File: config.mk
export PLATFORM = sky130hd
export DESIGN_NAME = aes_req_arbiter
export DESIGN_NICKNAME = d
export VERILOG_FILES = /design/src/rtl/aes_req_arbiter.sv
export SDC_FILE = /design/constraint.sdc
export NUM_CORES = 1
export LEC_CHECK = 0
export CORE_AREA = 4 4 595 597
export CTS_CLUSTER_SIZE = 12
export DETAILED_ROUTE_END_ITERATION = 12
export DIE_AREA = 0 0 599 601
export PLACE_DENSITY = 0.3
export SLEW_MARGIN = 30
export SYNTH_ARGS = -nofsm -noshare
export SYNTH_HDL_FRONTEND = slang
export SYNTH_SLANG_ARGS = --single-unit
File: constraint.sdc
create_clock -name CLK -period 25.1 [get_ports CLK]
set_clock_uncertainty 0.05 [all_clocks]
set_input_delay 7.53 -clock CLK [delete_from_list [all_inputs] [get_ports CLK]]
set_output_delay 7.53 -clock CLK [all_outputs]
set_load 0.05 [all_outputs]
File: src/rtl/aes_req_arbiter.sv
// Round-robin front end that time-shares one AES-128 core between N_REQ requesters.
// A watchdog in WAIT turns a missing core Done into an error response.
module aes_req_arbiter #(
    parameter int N_REQ   = 4,
    parameter int DATA_W  = 128,
    parameter int TIMEOUT = 31,
    localparam int IDW    = (N_REQ > 1) ? $clog2(N_REQ) : 1,
    localparam int TW     = $clog2(TIMEOUT + 1)
) (
    input  logic                      CLK,
    input  logic                      rst,
    input  logic [N_REQ-1:0]          req_valid,
    output logic [N_REQ-1:0]          req_ready,
    input  logic [N_REQ*DATA_W-1:0]   req_pt,
    input  logic [N_REQ*DATA_W-1:0]   req_key,
    output logic                      core_valid,
    output logic [DATA_W-1:0]         core_pt,
    output logic [DATA_W-1:0]         core_key,
    input  logic                      core_busy,
    input  logic                      core_done,
    input  logic [DATA_W-1:0]         core_ct,
    output logic                      rsp_valid,
    input  logic                      rsp_ready,
    output logic [IDW-1:0]            rsp_id,
    output logic [DATA_W-1:0]         rsp_ct,
    output logic                      rsp_err
);

    localparam int CW = IDW + 1;

    typedef enum logic [1:0] {
        S_IDLE  = 2'd0,
        S_ISSUE = 2'd1,
        S_WAIT  = 2'd2,
        S_RESP  = 2'd3
    } state_e;

    state_e              state_q;
    logic [IDW-1:0]      rr_ptr_q;
    logic [IDW-1:0]      rr_ptr_d;
    logic [IDW-1:0]      id_q;
    logic [TW-1:0]       timer_q;
    logic [DATA_W-1:0]   pt_q;
    logic [DATA_W-1:0]   key_q;
    logic [DATA_W-1:0]   ct_q;
    logic                err_q;

    logic [DATA_W-1:0]   pt_arr  [N_REQ];
    logic [DATA_W-1:0]   key_arr [N_REQ];
    logic [CW-1:0]       cand;
    logic                grant_vld;
    logic [IDW-1:0]      grant_idx;
    logic                issue_go;

    generate
        for (genvar gi = 0; gi < N_REQ; gi++) begin : g_req
            assign pt_arr[gi]    = req_pt[gi*DATA_W +: DATA_W];
            assign key_arr[gi]   = req_key[gi*DATA_W +: DATA_W];
            assign req_ready[gi] = (state_q == S_IDLE) && grant_vld && (grant_idx == IDW'(gi));
        end
    endgenerate

    // Search rr_ptr, rr_ptr+1, ... (mod N_REQ); the first valid requester wins.
    always_comb begin
        grant_vld = 1'b0;
        grant_idx = '0;
        cand      = '0;
        for (int k = 0; k < N_REQ; k++) begin
            cand = {1'b0, rr_ptr_q} + CW'(k);
            if (cand >= CW'(N_REQ)) begin
                cand = cand - CW'(N_REQ);
            end
            if (!grant_vld && req_valid[cand[IDW-1:0]]) begin
                grant_vld = 1'b1;
                grant_idx = cand[IDW-1:0];
            end
        end
    end

    assign rr_ptr_d   = (id_q == IDW'(N_REQ - 1)) ? '0 : id_q + IDW'(1);
    assign issue_go   = (state_q == S_ISSUE) && !core_busy && !core_done;

    assign core_valid = issue_go;
    assign core_pt    = (state_q != S_IDLE) ? pt_q  : '0;
    assign core_key   = (state_q != S_IDLE) ? key_q : '0;
    assign rsp_valid  = (state_q == S_RESP);
    assign rsp_id     = id_q;
    assign rsp_ct     = ct_q;
    assign rsp_err    = err_q;

    always_ff @(posedge CLK or posedge rst) begin
        if (rst) begin
            state_q  <= S_IDLE;
            rr_ptr_q <= '0;
            id_q     <= '0;
            timer_q  <= '0;
            pt_q     <= '0;
            key_q    <= '0;
            ct_q     <= '0;
            err_q    <= 1'b0;
        end else begin
            case (state_q)
                S_IDLE: begin
                    if (grant_vld) begin
                        pt_q    <= pt_arr[grant_idx];
                        key_q   <= key_arr[grant_idx];
                        id_q    <= grant_idx;
                        state_q <= S_ISSUE;
                    end
                end
                S_ISSUE: begin
                    if (issue_go) begin
                        timer_q <= '0;
                        state_q <= S_WAIT;
                    end
                end
                S_WAIT: begin
                    timer_q <= timer_q + TW'(1);
                    // Done takes priority over an expiry in the same cycle.
                    if (core_done) begin
                        ct_q    <= core_ct;
                        err_q   <= 1'b0;
                        state_q <= S_RESP;
                    end else if (timer_q == TW'(TIMEOUT - 1)) begin
                        ct_q    <= '0;
                        err_q   <= 1'b1;
                        state_q <= S_RESP;
                    end
                end
                S_RESP: begin
                    if (rsp_ready) begin
                        rr_ptr_q <= rr_ptr_d;
                        state_q  <= S_IDLE;
                    end
                end
                default: state_q <= S_IDLE;
            endcase
        end
    end

endmodule
**Word level (Yosys, flattened, before mapping)**

Index checks and enable logic that the tools add are counted.

- Input port bits: 1161
- Flip-flop bits (word level): 396
- Output and inout port bits: 393

- Add/subtract/negate cells: 9
- Mux-type cells: 41
- Order comparisons: 9
- Reduce and logical (&&, ||, !) cells: 25
- Bitwise logic cells: 1
- Equality and inequality tests: 12

Operator list:

| cell | count |
|---|---|
| two-way mux 128 bit | 8 |
| binary-select mux 128 bit (select 2 bit) | 2 |
| two-way mux 2 bit | 14 |
| >= comparator 3 bit (second input constant) | 4 |
| less-than comparator 2 x 3 -> 1 bit (second input constant) | 4 |
| equality test 2 bit (second input constant) | 5 |
| logical AND 1 bit | 10 |
| two-way mux 1 bit | 10 |
| case mux 5 bit (2 select lines) | 1 |
| binary-select mux 1 bit (select 2 bit) | 4 |
| case mux 2 bit (4 select lines) | 1 |
| AND reduction 2 bit | 4 |
| subtractor 2 x 1 -> 2 bit (second input constant) | 4 |
| adder 2 x 2 -> 3 bit (second input constant) | 2 |
| nonzero test 2 bit | 3 |
| adder 5 x 1 -> 5 bit (second input constant) | 1 |
| equality test 5 bit (second input constant) | 1 |
| logical NOT 1 bit | 5 |
| two-way mux 5 bit | 1 |
| equality test 2 x 1 -> 1 bit (second input constant) | 2 |
| logical NOT 2 bit | 2 |
| inequality test 2 bit (second input constant) | 2 |
| AND reduction 4 bit | 1 |
| adder 2 x 1 -> 3 bit (second input constant) | 1 |
| other kinds (5) | 5 |

**Logic depth before layout (Yosys ltp)**

Gate-level depths: netlist of the first run.

- Depth in word-level cells: 18
- Gate-level depth with buffers: 10
- Mapped depth without buffers: 7

**Least setup slack after synthesis of the first run**

OpenSTA, ideal clock, no wires.

- Kind: input port to output port
- From: in req_valid[0]
- To: out req_ready[1]
- Path slack: 7886 ps
- Arrival time: 9634 ps
- Stages on the path: 8
- Required time: 17520 ps
- Buffers on the path: 4
- Path through: buf_6 > nor2b_2 > nor3_1 > o22ai_1 > buf_4 > buf_6 > buf_4 > nor3_1

- Cells in the longest elaborated chain, start to end: 14
- Elaborated cells between the ends (all ways): 25

Ends and longest elaborated chain:

| element | RTL line | text |
|---|---|---|
| from (decl) | 12 | `input logic [N_REQ-1:0] req_valid,` |
| binary-select mux 1 bit (select 2 bit) | 73 | `if (!grant_vld && req_valid[cand[IDW-1:0]]) begin` |
| two-way mux 1 bit (not written as such) | 73 |  |
| two-way mux 1 bit | 73 |  |
| logical NOT 1 bit | 73 |  |
| logical AND 1 bit | 73 |  |
| two-way mux 1 bit | 73 |  |
| logical NOT 1 bit | 73 |  |
| logical AND 1 bit | 73 |  |
| two-way mux 1 bit | 73 |  |
| logical NOT 1 bit | 73 |  |
| logical AND 1 bit | 73 |  |
| two-way mux 2 bit / two-way mux 1 bit (equally long branches) | 73 |  |
| equality test 2 x 1 -> 1 bit / logical AND 1 bit (equally long branches) | 59 | `assign req_ready[gi] = (state_q == S_IDLE) && grant_vld && (grant_idx == IDW'(gi));` |
| logical AND 1 bit (*) | 59 |  |
| to (decl) | 13 | `output logic [N_REQ-1:0] req_ready,` |

Every way passes the cells marked *; elsewhere a longest branch is shown, timed or not. The select of a mux whose other input is x is not followed.

**Final worst setup path of the first run**

- From: in req_valid[1]
- To: out req_ready[3]

- Cells in the longest elaborated chain, start to end: 14
- Elaborated cells between the ends (all ways): 25

Ends and longest elaborated chain:

| element | RTL line |
|---|---|
| binary-select mux 1 bit (select 2 bit) | 73 |
| two-way mux 1 bit (not written as such) | 73 |
| two-way mux 1 bit | 73 |
| logical NOT 1 bit | 73 |
| logical AND 1 bit | 73 |
| two-way mux 1 bit | 73 |
| logical NOT 1 bit | 73 |
| logical AND 1 bit | 73 |
| two-way mux 1 bit | 73 |
| logical NOT 1 bit | 73 |
| logical AND 1 bit | 73 |
| two-way mux 2 bit / two-way mux 1 bit (equally long branches) | 73 |
| equality test 2 bit / logical AND 1 bit (equally long branches) | 59 |
| logical AND 1 bit (*) | 59 |

Marked as above.

==> results of run 1 <==
[cell families (layout without fill, tap and decap cells)]
| family | count (synthesis) | after routing | synth area share [%] |
|---|---|---|---|
| adder cells (fa/ha/maj) | 7 | 7 | 0.3418 |
| AO/OA/AOI/OAI | 1012 | 1012 | 31.56 |
| buffers and inverters | 297 | 1757 | 6.103 |
| flip-flops | 396 | 396 | 38.67 |
| other | 0 | 82 | 0 |
| multiplexers | 257 | 257 | 10.04 |
| AND/OR/NAND/NOR | 638 | 638 | 13.28 |
[cells in the final DEF, fill, tap and decap left out, types with 7 or more instances in the layout]
cell type,n
a22o_1,128
buf_4,71
nand3_1,84
a21oi_1,8
a221oi_2,139
mux2i_1,249
clkbuf_8,10
clkdlybuf4s50_1,1534
and3_1,82
nor2b_1,258
buf_2,11
o22ai_1,155
clkbuf_16,73
diode_2,82
dfrtp_1,396
nand2_1,8
o22ai_2,102
clkbuf_1,20
inv_1,8
a221oi_1,37
o21ai_0,372
bufinv_16,7
o21ai_1,53
nor2_1,183
nor3_1,8
[worst paths after layout]
kind	from	to	slack (ns)	cells past startpoint
worst max register to register	state_q[0]	key_q[117]	20.04	10
max in group asynchronous	rst	pt_q[30]	14.31	6
worst min-delay path	rsp_ct[120]	rsp_ct[120]	0.45	1
worst max-delay path	req_valid[1]	req_ready[3]	5.99	7
min in group asynchronous	rst	rsp_ct[53]	7.24	2
worst min register to register	rsp_ct[120]	rsp_ct[120]	0.45	1
[state kept, by name, indices dropped and copies added, names as in the netlist]
register,flops
pt_q,128
rsp_id,2
rsp_ct,128
timer_q,5
key_q,128
state_q,2
rr_ptr_q,2
rsp_err,1
[critical path: stages]
cell and delay [ns]:
clkdlybuf4s50_1 1.16, nor2b_1 0.15, nor3_1 0.34, o22ai_4 0.18
buf_4 0.31, nor3_1 0.65, clkdlybuf4s50_1 1.14
[per-layer routing]
metal,share of wire (%),GRT usage [%],vias up
met1,37,17.94,15190
met2,51,30.17,1544
met4,2.4,3.658,154
met5,0.31,0,-
li1,-,-,12860
met3,9.2,6.797,492
[report_power, final]
group,internal [uW],switching [uW]
Combinational,1580,3430
Sequential,946,238
Clock,634,427
[per-stage QoR]
step	hold WS (ns)	instance area [um2]	instances	total power, uW
4_1_cts	0.4514	48490	8665	7455
3_5_place_dp	0.4343	46160	8545	6329
3_3_place_gp	0.4311	46160	8544	6314
6_report	0.4450	48730	8748	7247
2_1_floorplan	0.4341	25620	2607	4097
5_1_grt	0.4658	48570	8686	7602
[final cells by class]
cell class / count / area [um2]
clock inverter: 17 / 284.0
clock buffer: 103 / 2039
tap: 4599 / 5754
multi-input combinational: 1914 / 14330
fill: 39510 / 299900
sequential: 396 / 9910
inverter: 9 / 41.29
antenna: 82 / 205.2
timing repair buffer: 1628 / 16160
==> results.sh, run 1 <==
export IMPL_status="finished, final reports clean"
export IMPL_finalHoldViolations=0
export IMPL_fin_crit_ns=19.11
export IMPL_finish_utilization_pct=13.98
export IMPL_antenna_found_initial=308
export IMPL_worst_ep_required_time_ns=17.52
export IMPL_synthToLayoutAreaGrowth_pct=90.16
export IMPL_drive_gt1_share_pct=11.34
export IMPL_synth_largest_area_cell="dfrtp_1"
export IMPL_rows=217
export IMPL_dp_hpwl_um=265800
export IMPL_numPortBuffers=1553
export IMPL_synth_seq_area_share_pct=38.67
export IMPL_power_density_nw_per_um2=148.7
export IMPL_peakVddDrop_uv=69.84
export IMPL_wire_per_inst_um=35.82
export IMPL_cts_buffer_depth=4
export IMPL_synth_top_cell_area_share_pct=38.67
export IMPL_pin_count=1554
export IMPL_setup_viol=0
export IMPL_yosysMostFrequentCell="dfrtp_1"
export IMPL_wl_um=313400
export IMPL_cp_start_kind="input pin"
export IMPL_arrival_ns=11.53
export IMPL_cts_sinks=396
export IMPL_p_leak_uw=0.01797
export IMPL_cts_resized_gates=0
export IMPL_nets=5189
export IMPL_postSynth_asyncResetShare_pct=100.0
export IMPL_syn_nets=3775
export IMPL_synth_ff_type="dfrtp_1"
export IMPL_rsz0062_at_grt="false"
export IMPL_report_final_slew_viol_count=0
export IMPL_max_freq_mhz=52.32
export IMPL_yosys_warnings=0
export IMPL_worstPathMaxFanout=25
export IMPL_pre_cts_ws_ns=5.767
export IMPL_syn_area_per_cell_um2=9.829
export IMPL_gp_congestion=0.8445
export IMPL_synthTopCellsByCount="396 x dfrtp_1, 373 x o21ai_0, 259 x nor2b_1"
export IMPL_holdBufCountCts=0
export IMPL_htreeDepth=3
export IMPL_cts_setup_buffers=0
export IMPL_yosys_register_bits=396
export IMPL_synth_area_um2=25620
export IMPL_firstDrtPassIters=5
export IMPL_root_buffer="clkbuf_16"
export IMPL_synth_edf_count=0
export IMPL_vias=30240
export IMPL_end_kind="output port"
export IMPL_fin_ws_ns=5.987
export IMPL_max_slew_worst_pin_slew_ns=1.080
export IMPL_maxCapViolCount=0
export IMPL_hp_class="flip-flop to flip-flop"
export IMPL_grt_pass1_vias=30160
export IMPL_clk_insertion_delay_late_ns=0.79
export IMPL_grt_max_degree=163
export IMPL_drc=0
export IMPL_synth_area_leaders="dfrtp_1 39%, mux2i_1 10%, a221oi_2 8.1%, o21ai_0 7.3%, nor2b_1 6.3%"
export IMPL_track_usage_pct=16.64
export IMPL_drtIter0Drc=2139
export IMPL_grt_pass1_wl_um=383500
export IMPL_die_area_um2=360000
export IMPL_path_clk_slew_ns=0.04
export IMPL_synth_cells=2607
export IMPL_worstSetupPathType="input pin to output port"
export IMPL_grt_overflow_total=0
export IMPL_slew_headroom_pct=27.98
export IMPL_synth_cell_types=45
export IMPL_numCtsBuffers=72
export IMPL_core_um2=348600
export IMPL_vias_per_cell=3.457
export IMPL_die_x_um=599
export IMPL_initial_core_util_pct=7.350
export IMPL_tritoncts="yes"
export IMPL_setup_tns_ns=0
export IMPL_drtAntennaViolNets=0
export IMPL_fp_dieH_um=601
export IMPL_final_period_utilization_pct=76.15
(Power assumes the default switching activity.)
==> run 2: changes to the inputs <==
Settings changed: CORE_AREA 4 4 595 597 to 4 4 607 609, DIE_AREA 0 0 599 601 to 0 0 611 613.
Clock period 25.1 ns to 16 ns, I/O delays scaled along.
==> run 2 against run 1 <==
- non-clock buffer count shrank 4
- largest power group unchanged
- routed wire length shrank 0.63%
- setup slack lost 2.6 ns
- final cell count grew 2.0%
- sequential share of layout area shrank 0.089 points
- register-to-register slack lost 9.2 ns
- combinational power grew 56%
- design area grew 0.44%
- via count shrank 0.29%
==> results.sh, run 2 (same netlist as run 1, synthesis figures left out) <==
export IMPL_status="finished, final reports clean"
export IMPL_worstSetupPathType="input pin to output port"
export IMPL_arrival_ns=7.81
export IMPL_p_switching_uw=6377
export IMPL_seq_power_share_pct=16.4
export IMPL_p_clk_share_pct=14.8
export IMPL_nets=5185
export IMPL_nFillCells=41110
export IMPL_end_kind="output port"
export IMPL_final_area_um2=48940
export IMPL_pin_count=1554
export IMPL_rows=221
export IMPL_slew_headroom_pct=34.16
export IMPL_hp_class="flip-flop to flip-flop"
export IMPL_cp_start_kind="input pin"
export IMPL_numPortBuffers=1553
export IMPL_worstPathMaxFanout=25
export IMPL_setup_viol=0
export IMPL_final_period_utilization_pct=79.12
export IMPL_max_freq_mhz=78.99
export IMPL_track_usage_pct=15.81
export IMPL_cts_sinks=396
export IMPL_numCtsBuffers=72
export IMPL_cts_buffer_depth=4
export IMPL_initial_core_util_pct=7.074
export IMPL_finalHoldViolations=0
export IMPL_hold_worst_slack_ns=0.4436
export IMPL_maxCapViolCount=0
export IMPL_drtIter0Drc=2181
export IMPL_core_um2=362200
export IMPL_gp_congestion=0.8335
export IMPL_max_slew_worst_pin_slew_ns=0.9876
export IMPL_firstDrtPassIters=5
export IMPL_tritoncts="yes"
export IMPL_grt_overflow_total=0
export IMPL_clk_insertion_delay_late_ns=0.80
export IMPL_multi_input_area_um2=14320
export IMPL_synthToLayoutAreaGrowth_pct=90.99
export IMPL_fin_crit_ns=12.66
export IMPL_drc=0
export IMPL_fp_dieH_um=613
export IMPL_peakVddDrop_uv=151.0
export IMPL_p_sw_share_pct=56.29
export IMPL_drive_gt1_share_pct=11.37
export IMPL_rsz0062_at_grt="false"
export IMPL_wl_um=311400
export IMPL_die_x_um=611
export IMPL_p_leak_uw=0.01798
export IMPL_report_final_slew_viol_count=0
export IMPL_layout_commonest_cell="clkdlybuf4s50_1"
export IMPL_drtAntennaViolNets=0
export IMPL_root_buffer="clkbuf_16"
export IMPL_power_density_nw_per_um2=231.5
export IMPL_path_clk_slew_ns=0.05
export IMPL_htreeDepth=3
export IMPL_vias=30150
export IMPL_layout_area_seq_um2=9910
export IMPL_antenna_found_initial=283
export IMPL_cts_setup_buffers=0
export IMPL_die_area_um2=374500
export IMPL_worst_ep_required_time_ns=11.15
export IMPL_placed_area_um2=46340
export IMPL_finish_utilization_pct=13.51
export IMPL_grt_max_degree=108
export IMPL_vias_per_cell=3.380
export IMPL_setup_tns_ns=0
export IMPL_power_frac_comb_pct=68.9
export IMPL_holdBufCountCts=0
export IMPL_layout_common_cells="1537 x clkdlybuf4s50_1, 396 x dfrtp_1, 373 x o21ai_0"
export IMPL_wire_per_inst_um=34.91
export IMPL_cts_resized_gates=0
export IMPL_intPower_uw=4951
export IMPL_grt_pass1_vias=30490
export IMPL_grt_pass1_wl_um=379300
export IMPL_dp_hpwl_um=262300
[run 2: area by class of cell]
| type | instances | share of cell area [%] |
|---|---|---|
| Antenna cell | 63 | 0.3221 |
| Clock buffer | 105 | 4.390 |
| Clock inverter | 16 | 0.4960 |
| Inverter | 9 | 0.08437 |
| Multi-Input combinational cell | 1914 | 29.27 |
| Sequential cell | 396 | 20.25 |
| Tap cell | 4794 | 12.26 |
| Timing Repair Buffer | 1624 | 32.94 |
[run 2: path summary, 6_finish.rpt]
check                        startpoint            to  slack [ns]  cells past startpoint
setup reg to reg            rr_ptr_q[1]    key_q[107]       10.81                     10
setup / recovery           req_valid[2]  req_ready[2]        3.34                      6
min in group asynchronous           rst    rsp_ct[17]        4.42                      2
hold reg to reg              rsp_ct[19]    rsp_ct[19]        0.44                      1
max in group asynchronous           rst    key_q[117]        9.55                      4
hold / removal               rsp_ct[19]    rsp_ct[19]        0.44                      1
[run 2: metrics by stage]
stage | power (uW) | worst slack [ns] | instances
2_1_floorplan | 6428 | 0.1390 | 2607
3_3_place_gp | 9870 | 2.323 | 8735
3_5_place_dp | 9869 | 3.269 | 8735
4_1_cts | 11640 | 3.260 | 8856
5_1_grt | 11890 | 3.270 | 8877
6_report | 11330 | 3.341 | 8921
[run 2: critical path, stage by stage]
cell and delay, ns:
buf_2 0.41, inv_1 0.27, a21oi_4 0.65, buf_4 0.29, and3_1 0.37, clkdlybuf4s50_1 0.96
[run 2: power by group through the flow]
stage,combinational (uW),clock (uW),sequential (uW)
2_1_floorplan,4180,0,2250
5_1_grt,8200,1780,1920
3_5_place_dp,8010,0,1860
4_1_cts,8030,1760,1850
6_report,7800,1670,1850
3_3_place_gp,8020,0,1850
[run 2: metal layers]
metal	GRT usage [%]	part of all wire, %
met1	16.71	36
met2	28.04	50
met3	8.044	11
met4	3.288	2.4
met5	0	0.35
